==> config.mk <==
export PLATFORM = sky130hd
export DESIGN_NAME = ps2_kbd_rx
export DESIGN_NICKNAME = d
export VERILOG_FILES = /design/src/rtl/ps2_kbd_rx.sv
export SDC_FILE = /design/constraint.sdc
export NUM_CORES = 1
export LEC_CHECK = 0
export CAP_MARGIN = 30
export CORE_UTILIZATION = 50
export CTS_BUF_LIST = sky130_fd_sc_hd__clkbuf_2 sky130_fd_sc_hd__clkbuf_4 sky130_fd_sc_hd__clkbuf_8
export DETAILED_ROUTE_END_ITERATION = 10
export GPL_TIMING_DRIVEN = 0
export PLACE_DENSITY = 0.68
export SYNTH_ARGS = -nofsm -noshare
export SYNTH_HDL_FRONTEND = slang
export SYNTH_SLANG_ARGS = --single-unit
==> constraint.sdc <==
create_clock -name clock -period 6.9 [get_ports clock]
set_clock_uncertainty 0.2 [all_clocks]
set_input_delay 1.38 -clock clock [delete_from_list [all_inputs] [get_ports clock]]
set_output_delay 1.38 -clock clock [all_outputs]
set_load 0.02 [all_outputs]
==> src/rtl/ps2_kbd_rx.sv <==
// ps2_kbd_rx: PS/2 keyboard receiver, set-2 scancode decoder and character FIFO
module ps2_kbd_rx #(
    parameter int FILTER_LEN  = 16,
    parameter int TIMEOUT_CYC = 5000,
    parameter int FIFO_DEPTH  = 8,
    parameter int ERR_W       = 8
) (
    input  logic                          clock,
    input  logic                          reset,
    input  logic                          ps2_clk_in,
    input  logic                          ps2_dat_in,
    input  logic                          clr,
    output logic [7:0]                    kbd,
    output logic                          kbd_strb,
    output logic [$clog2(FIFO_DEPTH):0]   fifo_level,
    output logic                          overflow,
    output logic [ERR_W-1:0]              parity_err_cnt,
    output logic [ERR_W-1:0]              frame_err_cnt
);
    localparam int AW = $clog2(FIFO_DEPTH);
    localparam int TW = $clog2(TIMEOUT_CYC + 1);

    typedef enum logic [1:0] {IDLE, DATA, PARITY, STOP} state_t;

    function automatic logic [5:0] letter(input logic [7:0] b);
        case (b)
            8'h1C: letter = {1'b1, 5'd0};  8'h32: letter = {1'b1, 5'd1};  8'h21: letter = {1'b1, 5'd2};
            8'h23: letter = {1'b1, 5'd3};  8'h24: letter = {1'b1, 5'd4};  8'h2B: letter = {1'b1, 5'd5};
            8'h34: letter = {1'b1, 5'd6};  8'h33: letter = {1'b1, 5'd7};  8'h43: letter = {1'b1, 5'd8};
            8'h3B: letter = {1'b1, 5'd9};  8'h42: letter = {1'b1, 5'd10}; 8'h4B: letter = {1'b1, 5'd11};
            8'h3A: letter = {1'b1, 5'd12}; 8'h31: letter = {1'b1, 5'd13}; 8'h44: letter = {1'b1, 5'd14};
            8'h4D: letter = {1'b1, 5'd15}; 8'h15: letter = {1'b1, 5'd16}; 8'h2D: letter = {1'b1, 5'd17};
            8'h1B: letter = {1'b1, 5'd18}; 8'h2C: letter = {1'b1, 5'd19}; 8'h3C: letter = {1'b1, 5'd20};
            8'h2A: letter = {1'b1, 5'd21}; 8'h1D: letter = {1'b1, 5'd22}; 8'h22: letter = {1'b1, 5'd23};
            8'h35: letter = {1'b1, 5'd24}; 8'h1A: letter = {1'b1, 5'd25};
            default: letter = 6'd0;
        endcase
    endfunction

    // {mapped, character}; shifted codes with no shift entry fall through to the plain map
    function automatic logic [8:0] xlat(input logic [7:0] b, input logic e, input logic c, input logic s);
        logic [5:0] l;
        l = letter(b);
        xlat = 9'd0;
        if (e)
            xlat = b == 8'h6B ? 9'h188 : b == 8'h74 ? 9'h195 : 9'h0;
        else if (c && l[5])
            xlat = {1'b1, 8'h81 + {3'b0, l[4:0]}};
        else begin
            if (s)
                case (b)
                    8'h16: xlat = 9'h1A1; 8'h1E: xlat = 9'h1C0; 8'h26: xlat = 9'h1A3; 8'h25: xlat = 9'h1A4;
                    8'h2E: xlat = 9'h1A5; 8'h36: xlat = 9'h1DE; 8'h3D: xlat = 9'h1A6; 8'h3E: xlat = 9'h1AA;
                    8'h46: xlat = 9'h1A8; 8'h45: xlat = 9'h1A9; 8'h55: xlat = 9'h1AB; 8'h52: xlat = 9'h1A2;
                    8'h4C: xlat = 9'h1BA; 8'h41: xlat = 9'h1BC; 8'h49: xlat = 9'h1BE; 8'h4A: xlat = 9'h1BF;
                    default: xlat = 9'h0;
                endcase
            if (!xlat[8])
                case (b)
                    8'h45: xlat = 9'h1B0; 8'h16: xlat = 9'h1B1; 8'h1E: xlat = 9'h1B2; 8'h26: xlat = 9'h1B3;
                    8'h25: xlat = 9'h1B4; 8'h2E: xlat = 9'h1B5; 8'h36: xlat = 9'h1B6; 8'h3D: xlat = 9'h1B7;
                    8'h3E: xlat = 9'h1B8; 8'h46: xlat = 9'h1B9; 8'h52: xlat = 9'h1A7; 8'h55: xlat = 9'h1BD;
                    8'h4C: xlat = 9'h1BB; 8'h41: xlat = 9'h1AC; 8'h4E: xlat = 9'h1AD; 8'h49: xlat = 9'h1AE;
                    8'h4A: xlat = 9'h1AF; 8'h29: xlat = 9'h1A0; 8'h5A: xlat = 9'h18D; 8'h76: xlat = 9'h19B;
                    8'h66: xlat = 9'h188;
                    default: xlat = l[5] ? {1'b1, 8'hC1 + {3'b0, l[4:0]}} : 9'h0;
                endcase
        end
    endfunction

    logic [1:0] raw, filt;
    logic       clk_prev, fall;
    assign raw = {ps2_dat_in, ps2_clk_in};
    for (genvar i = 0; i < 2; i++) begin : g_flt
        logic [1:0] sy;
        logic [7:0] cnt;
        logic       f;
        always_ff @(posedge clock)
            if (reset) begin
                sy  <= 2'b11;
                cnt <= '0;
                f   <= 1'b1;
            end else begin
                sy <= {sy[0], raw[i]};
                if (sy[1] == f)
                    cnt <= '0;
                else if (cnt == 8'(FILTER_LEN - 1)) begin
                    cnt <= '0;
                    f   <= sy[1];
                end else
                    cnt <= cnt + 8'd1;
            end
        assign filt[i] = f;
    end
    always_ff @(posedge clock) clk_prev <= reset ? 1'b1 : filt[0];
    assign fall = clk_prev & ~filt[0];

    state_t          state, state_n;
    logic [2:0]      idx;
    logic [7:0]      sh;
    logic            par, good, perr, ferr, byte_valid;
    logic [TW-1:0]   tmo;
    always_comb begin
        state_n = state;
        good    = 1'b0;
        perr    = 1'b0;
        ferr    = 1'b0;
        if (fall)
            case (state)
                IDLE:   begin state_n = filt[1] ? IDLE : DATA; ferr = filt[1]; end
                DATA:   state_n = idx == 3'd7 ? PARITY : DATA;
                PARITY: state_n = STOP;
                STOP:   begin
                    state_n = IDLE;
                    good    = filt[1] & ^{par, sh};
                    perr    = filt[1] & ~^{par, sh};
                    ferr    = ~filt[1];
                end
                default: state_n = IDLE;
            endcase
        else if (state != IDLE && tmo == TW'(TIMEOUT_CYC - 1)) begin
            state_n = IDLE;
            ferr    = 1'b1;
        end
    end
    always_ff @(posedge clock)
        if (reset) begin
            state          <= IDLE;
            idx            <= '0;
            sh             <= '0;
            par            <= 1'b0;
            tmo            <= '0;
            byte_valid     <= 1'b0;
            parity_err_cnt <= '0;
            frame_err_cnt  <= '0;
        end else begin
            state      <= state_n;
            byte_valid <= good;
            tmo        <= (fall || state_n == IDLE) ? '0 : tmo + TW'(1);
            if (fall && state == IDLE) idx <= '0;
            if (fall && state == DATA) begin
                sh  <= {filt[1], sh[7:1]};
                idx <= idx + 3'd1;
            end
            if (fall && state == PARITY) par <= filt[1];
            if (perr && ~&parity_err_cnt) parity_err_cnt <= parity_err_cnt + ERR_W'(1);
            if (ferr && ~&frame_err_cnt) frame_err_cnt <= frame_err_cnt + ERR_W'(1);
        end

    logic       brk, ext, lshift, rshift, ctrl, emit;
    logic [6:0] emit_ch;
    logic [8:0] x;
    assign x = xlat(sh, ext, ctrl, lshift | rshift);
    always_ff @(posedge clock)
        if (reset) begin
            {brk, ext, lshift, rshift, ctrl, emit} <= '0;
            emit_ch <= '0;
        end else begin
            emit    <= 1'b0;
            emit_ch <= x[6:0];
            if (byte_valid) begin
                if (sh == 8'hE0)
                    ext <= 1'b1;
                else if (sh == 8'hF0)
                    brk <= 1'b1;
                else if (brk) begin
                    brk <= 1'b0;
                    ext <= 1'b0;
                    if (sh == 8'h12) lshift <= 1'b0;
                    if (sh == 8'h59) rshift <= 1'b0;
                    if (sh == 8'h14) ctrl <= 1'b0;
                end else if (sh == 8'h12)
                    lshift <= 1'b1;
                else if (sh == 8'h59)
                    rshift <= 1'b1;
                else if (sh == 8'h14)
                    ctrl <= 1'b1;
                else begin
                    emit <= x[8];
                    ext  <= 1'b0;
                end
            end
        end

    logic [6:0]    mem [FIFO_DEPTH];
    logic [AW-1:0] wp, rp;
    logic [6:0]    last;
    logic          pop, full, wr;
    assign pop  = clr && fifo_level != '0;
    assign full = fifo_level == (AW + 1)'(FIFO_DEPTH);
    assign wr   = emit && (!full || pop);
    always_ff @(posedge clock) if (wr) mem[wp] <= emit_ch;
    always_ff @(posedge clock)
        if (reset) begin
            wp         <= '0;
            rp         <= '0;
            fifo_level <= '0;
            overflow   <= 1'b0;
            last       <= '0;
        end else begin
            if (wr) wp <= wp + AW'(1);
            if (pop) begin
                rp   <= rp + AW'(1);
                last <= mem[rp];
            end
            fifo_level <= fifo_level + (AW + 1)'(wr) - (AW + 1)'(pop);
            if (emit && full && !pop) overflow <= 1'b1;
        end
    assign kbd_strb = fifo_level != '0;
    assign kbd      = {kbd_strb, kbd_strb ? mem[rp] : last};
endmodule

==> results of run 1 <==
[registers in the layout (all words and copies together) (netlist names), 4 cells and up, named ones only]
name	flops
mem	56
parity_err_cnt	8
emit_ch	7
fifo_level	4
frame_err_cnt	8
g_flt.cnt	16
last	7
sh	8
tmo	13
g_flt.sy	4
[cell usage in the layout, fill, tap and decap left out, drive strengths merged, types with 20 or more instances in the layout]
| cell type | Yosys | layout |
|---|---|---|
| a21oi | 38 | 38 |
| buf | 26 | 28 |
| clkbuf | 22 | 40 |
| clkdlybuf4s50 | 0 | 34 |
| dfxtp | 107 | 107 |
| edfxtp | 56 | 56 |
| ha | 34 | 34 |
| inv | 26 | 34 |
| mux2i | 21 | 21 |
| nand2 | 77 | 77 |
| nand3 | 40 | 40 |
| nor2 | 113 | 113 |
| o21ai | 22 | 22 |
| xnor2 | 25 | 25 |
| xor2 | 20 | 20 |
[final cells by class]
cell class	count	share of cell area (%)
Multi-Input combinational cell	610	44.5
Sequential cell	163	40.8
Timing Repair Buffer	36	3.79
Tap cell	216	2.88
Clock buffer	18	2.64
Buffer	48	2.35
Clock inverter	14	2.00
Inverter	27	1.08
[stage by stage]
step,cell area (um2),std cells,total power [W]
after floorplan,8310,848,0.00137
after global placement,8920,1098,0.00153
after detailed placement,8940,1100,0.00154
after CTS,9370,1132,0.00229
after global routing,9370,1132,0.00238
final,9370,1132,0.00227
[logic make-up after synthesis]
family                     count (synthesis)
AOI/OAI and AO/OA                        160
xor gates and xnor gates                  46
adders and majority gates                 35
buffers and inverters                     75
DFF                                      163
muxes                                     37
and+or+nand+nor                          332
[metal layers]
metal	GRT usage, %	share of wire (%)	up-vias
li1	-	-	3190
met1	29.1	45	3026
met2	36.8	46	212
met3	4.76	5.6	46
met4	12.5	3.6	0
met5	0	0	-
[worst max-delay path, stage by stage]
cell and delay [ns]:
clkdlybuf4s50_1 0.61, clkbuf_1 0.51, buf_1 0.50, clkbuf_1 0.50
nor2_1 0.14, ha_1 0.33, nor3_1 0.39, nor3_1 0.09
a31oi_1 0.16, o2bb2ai_1 0.21
[worst max path at each step]
stage	from	slack (ns)	to	depth (start not counted)
2_1_floorplan	clr	3.51	fifo_level[1]	8
3_3_place_gp	reset	1.78	flip-flop	10
3_5_place_dp	reset	1.86	flip-flop	10
4_1_cts	flip-flop	2.22	kbd[3]	6
5_1_grt	flip-flop	2.07	kbd[3]	6
6_report	reset	2.23	flip-flop	10
[where the power goes]
| group | total [W] | internal [W] | leakage (nW) | switching [W] |
|---|---|---|---|---|
| registers | 0.00104 | 0.00102 | 1.42 | 0.0000211 |
| clock network | 0.000756 | 0.000380 | 0.223 | 0.000376 |
| logic | 0.000470 | 0.000219 | 1.58 | 0.000251 |
==> impl_metrics.py, run 1 <==
metrics = {
    "min_path": {
        "hold_path_class": "reg -> reg",
        "cell_depth_of_the_worst_min_delay_path": 1,
        "whs_endpoint": "g_flt[1].sy[1]",
        "hold_path_startpoint": "g_flt[1].sy[0]",
    },
    "timing": {
        "timing.max_slew.rel_slack_pct": 50.1,
        "final-setup-viol-count": 0,
        "slew_violations": 0,
        "final_hold_slack_ns": 0.223,
        "final_hold_viol_count": 0,
        "finalCritPeriodShare_pct": 67.7,
        "rsz0062_at_grt": "false",
        "maxClockFrequency_mhz": 214,
        "tightestPinTransition_ns": 0.746,
        "layout_setup_ws_ns": 2.23,
        "layout_min_cycle_time_ns": 4.67,
        "finalSetupTns_ns": 0,
    },
    "logic_synthesis": {
        "seq_area_frac_synth_pct": 46.0,
        "synth.top_cell.area_share_pct": 25.8,
        "synth.ff_latch_count": 163,
        "synth_top_cells_by_area": "dfxtp_1 26%, edfxtp_1 20%, ha_1 5.1%",
        "synth_top_area_cell": "dfxtp_1",
        "compound_gate_fraction_of_synth_area_pct": 13.4,
        "yosysMostFrequentCell": "nor2_1",
        "syn-mean-instance-area_um2": 9.80,
        "synthesized_area_fraction_occupied_by_and_or_nand_nor_cells_pct": 19.5,
        "post_synth_instance_area_um2": 8310,
        "post_synth_xor_area_fraction_pct": 5.01,
        "combinational_family_with_the_most_area_after_synthesis": "simple AND/OR/NAND/NOR gates",
        "commonest_cells_post_synth": "113 x nor2_1, 107 x dfxtp_1, 77 x nand2_1",
        "post_synth_edffs": 56,
        "yosys.area_share.adder_pct": 5.36,
        "postSynth.asyncResetShare_pct": 0,
        "netlist-cell-type-count": 81,
        "mapped_cells": 848,
        "synth_net_count": 888,
        "yosys_most_used_dff": "dfxtp_1",
        "multiplexer_area_fraction_after_synthesis_pct": 6.79,
        "yosysWarnings": 0,
    },
    "global_route": {
        "globalRouteOverflowTotal": 0,
        "grt_start_max_net_pins": 17,
        "track_usage_pct": 23.0,
        "antenna_violations_before_repair": 0,
        "first_pass_grt_wire_length_um": 29700,
        "vias_in_the_first_global_route": 5966,
    },
    "clock_network": {
        "post_cts.repair.setup_buffers": 0,
        "post_cts_resized": 0,
        "worst_setup_hold_path_clk_slew_ns": 0.09,
        "clock_path_buffers": 2,
        "cts_sinks": 163,
        "post_cts_hold_buffer_count": 0,
        "cts_buffers": 17,
        "cts_tree": "yes",
        "clock-root-buffer": "clkbuf_8",
        "worst_skew_pair.late_latency_ns": 0.46,
        "cts_max_level": 4,
    },
    "setup_path": {
        "crit_path_max_fanout": 10,
        "worst-endpoint-arrival_ns": 4.82,
        "worst-endpoint-required_ns": 7.05,
        "ff2ff_setup_slack_ns": 3.29,
        "timing.rr.end": "emit_ch[3]",
        "worstRegToRegCells": 11,
        "worstSetupEndpointType": "flip-flop",
        "critical_path_class": "in -> reg",
        "crit-reg2reg-launch": "sh[1]",
        "critical_path.startpoint_type": "input port",
    },
    "floorplan": {
        "fp.dieH_um": 131,
        "die_width_um": 131,
        "cell_rows": 46,
        "placeableCoreArea_um2": 16100,
        "fp.dieArea_um2": 17100,
        "io_pins": 35,
        "start_util_pct": 51.8,
    },
    "cells_and_area": {
        "antenna_cells": 0,
        "multiInputGateArea_um2": 4170,
        "final_nets": 943,
        "final_core_util_pct": 58.4,
        "final-seq-area_um2": 3820,
        "filler_cell_count": 1403,
        "ratio_of_cells_with_drive_above_1_in_the_final_layout_pct": 9.72,
        "flow.area_growth_from_synthesis_pct": 12.8,
    },
    "status": {
        "status": "completed",
    },
    "place": {
        "final_estimated_routing_congestion_in_global_placement": 0.970,
        "dp.final_hpwl_um": 13600,
        "port-buffer-count": 34,
        "place_worst_setup_slack_ns": 1.86,
    },
    "route": {
        "route.vias.total": 6474,
        "detailedRoute.firstIterationViolations": 383,
        "drt_first_pass_iters": 7,
        "detail_route.vias_per_cell": 5.72,
        "wire_per_inst_um": 16.6,
        "wirelength_um": 18800,
        "route.antenna.remaining_nets": 0,
        "route.detailed.drc": 0,
    },
    "power": {
        "ir_drop_uv": 210,
        "power.density_nw_per_um2": 242,
        "leakage_nw": 3.23,
    },
    "flow_run": {
        "cap_violations": 0,
    },
}
(Power assumes the default switching activity.)
==> run 2: changes to the inputs <==
Settings changed: PLACE_DENSITY 0.68 to 0.7.
Clock period 6.9 ns to 3.8 ns, I/O delays scaled along.
==> run 2 against run 1 <==
  * Clock power is 77% higher
  * Die area unchanged
  * Hold slack gained 0.0023 ns
  * Power up 81%
  * Routed wire length is 1.3% higher
  * Critical path type unchanged
==> impl_metrics.py, run 2 (synthesis results as in run 1) <==
metrics = {
    "setup_path": {
        "crit_path_max_fanout": 10,
        "setup.worst_path.start": "reset",
        "critical_path.startpoint_type": "input port",
        "worstPathCellList": "clkdlybuf4s50_1 > clkbuf_2 > buf_1 > clkbuf_1 > nor2_1 > ha_1 > nor3_1 > nor3_1 > a31oi_1 > o2bb2ai_1",
        "critical-path-top-delay-family": "buffers and inverters",
        "timing.critical_path.mode_cell": "nor3_1",
        "worst-endpoint-required_ns": 3.98,
        "worst-endpoint-arrival_ns": 3.79,
        "worstSetupEndpointType": "flip-flop",
        "crit_slowest_cell": "clkdlybuf4s50_1",
        "critical_path_class": "in -> reg",
        "path_buf_inv": 4,
        "cpPeakStageDelay_ns": 0.59,
        "path_depth": 10,
        "crit-reg2reg-launch": "sh[1]",
        "worstRegToRegCells": 11,
    },
    "timing": {
        "final_hold_viol_count": 0,
        "timing.max_slew.rel_slack_pct": 47.6,
        "layout_min_cycle_time_ns": 3.61,
        "tightestPinTransition_ns": 0.784,
        "maxClockFrequency_mhz": 277,
        "rsz0062_at_grt": "false",
        "final-setup-viol-count": 0,
        "slew_violations": 0,
        "final_hold_slack_ns": 0.225,
        "finalCritPeriodShare_pct": 95.1,
    },
    "global_route": {
        "grt_start_max_net_pins": 18,
        "track_usage_pct": 23.2,
        "globalRouteOverflowTotal": 0,
        "antenna_violations_before_repair": 0,
        "vias_in_the_first_global_route": 6082,
        "first_pass_grt_wire_length_um": 30400,
    },
    "floorplan": {
        "placeableCoreArea_um2": 16100,
        "cell_rows": 46,
        "fp.dieH_um": 131,
        "die_width_um": 131,
        "start_util_pct": 51.8,
        "fp.dieArea_um2": 17100,
        "io_pins": 35,
    },
    "clock_network": {
        "clock-root-buffer": "clkbuf_8",
        "cts_tree": "yes",
        "worst_setup_hold_path_clk_slew_ns": 0.10,
        "cts_buffers": 17,
        "post_cts.repair.setup_buffers": 0,
        "cts_max_level": 4,
        "worst_skew_pair.late_latency_ns": 0.46,
        "clock_path_buffers": 2,
        "cts_sinks": 163,
    },
    "cells_and_area": {
        "layout_common_cells": "113 x nor2_1, 106 x dfxtp_1, 77 x nand2_1, 56 x edfxtp_1, 40 x nand3_1",
        "final_nets": 942,
        "reg_top3": "mem: 56 flops, g_flt.cnt: 16 flops, tmo: 13 flops",
        "largest_register_ff_count": 56,
        "top_register": "mem",
        "flow.area_growth_from_synthesis_pct": 12.7,
        "layout_commonest_cell": "nor2_1",
        "ratio_of_cells_with_drive_above_1_in_the_final_layout_pct": 10.3,
        "antenna_cells": 0,
    },
    "place": {
        "final_estimated_routing_congestion_in_global_placement": 0.916,
        "port-buffer-count": 34,
        "dp.final_hpwl_um": 13700,
    },
    "min_path": {
        "cell_depth_of_the_worst_min_delay_path": 1,
        "hold_path_class": "reg -> reg",
        "hold_path_startpoint": "g_flt[1].sy[0]",
    },
    "route": {
        "wire_per_inst_um": 16.8,
        "route.vias.total": 6581,
        "route.antenna.remaining_nets": 0,
        "drt_first_pass_iters": 5,
        "route.detailed.drc": 0,
        "wirelength_um": 19000,
        "detailedRoute.firstIterationViolations": 519,
        "detail_route.vias_per_cell": 5.82,
    },
    "power": {
        "design_power_total_w": 0.00410,
        "leakage_nw": 3.23,
        "ir_drop_uv": 373,
        "power.density_nw_per_um2": 437,
    },
    "status": {
        "status": "completed",
    },
    "flow_run": {
        "cap_violations": 0,
    },
}
run 2: cell types whose count changed in the layout (fill, tap and decap cells not counted), moves of 2 or more:
| cell | change |
|---|---|
| clkbuf_1 | -3 |
| clkbuf_2 | +3 |
| inv_6 | -3 |
| inv_8 | +3 |
| clkinv_4 | -2 |
| clkinv_8 | +2 |
run 2: per-layer routing:
layer | routed length, um | GRT usage, %
met4 | 487 | 9.80
met5 | 0 | 0
met3 | 922 | 4.44
met1 | 8310 | 29.0
met2 | 9290 | 39.3
run 2: through the flow:
| step | std cells | cell area [um2] | setup WS [ns] | util (%) | setup TNS, ns |
|---|---|---|---|---|---|
| after floorplan | 848 | 8310 | 0.815 | - | 0 |
| after global placement | 1098 | 8920 | -0.433 | 55.6 | -4.35 |
| after detailed placement | 1100 | 8940 | -0.368 | 55.6 | -4.20 |
| after CTS | 1131 | 9360 | 0.0309 | 58.3 | 0 |
| after global routing | 1131 | 9370 | 0.0429 | 58.4 | 0 |
| final | 1131 | 9370 | 0.187 | 58.4 | 0 |
run 2: cell type report:
class,count,area [um2]
fill,1405,6690
multi-input combinational,610,4170
sequential,163,3820
timing repair buffer,36,353
tap,216,270
clock buffer,17,234
buffer,47,223
clock inverter,15,194
inverter,27,101
run 2: path summary, 6_finish.rpt:
kind	endpoint	slack (ns)
min reg2reg	g_flt[1].sy[1]	0.22
max	flip-flop	0.19
max reg2reg	emit_ch[3]	0.29
min	g_flt[1].sy[1]	0.22
run 2: timing repair:
action | CTS | global route
endpoints found under the setup margin | 6 | 12
gates resized for setup | 2 | 6
hold buffers | 0 | 0
cloned | 0 | 0
run 2: power breakdown:
group          total [W]  internal (W)  switching, W
clock            0.00134      0.000621      0.000721
combinational   0.000852      0.000398      0.000454
sequential       0.00190       0.00185     0.0000508
total            0.00410       0.00287       0.00123
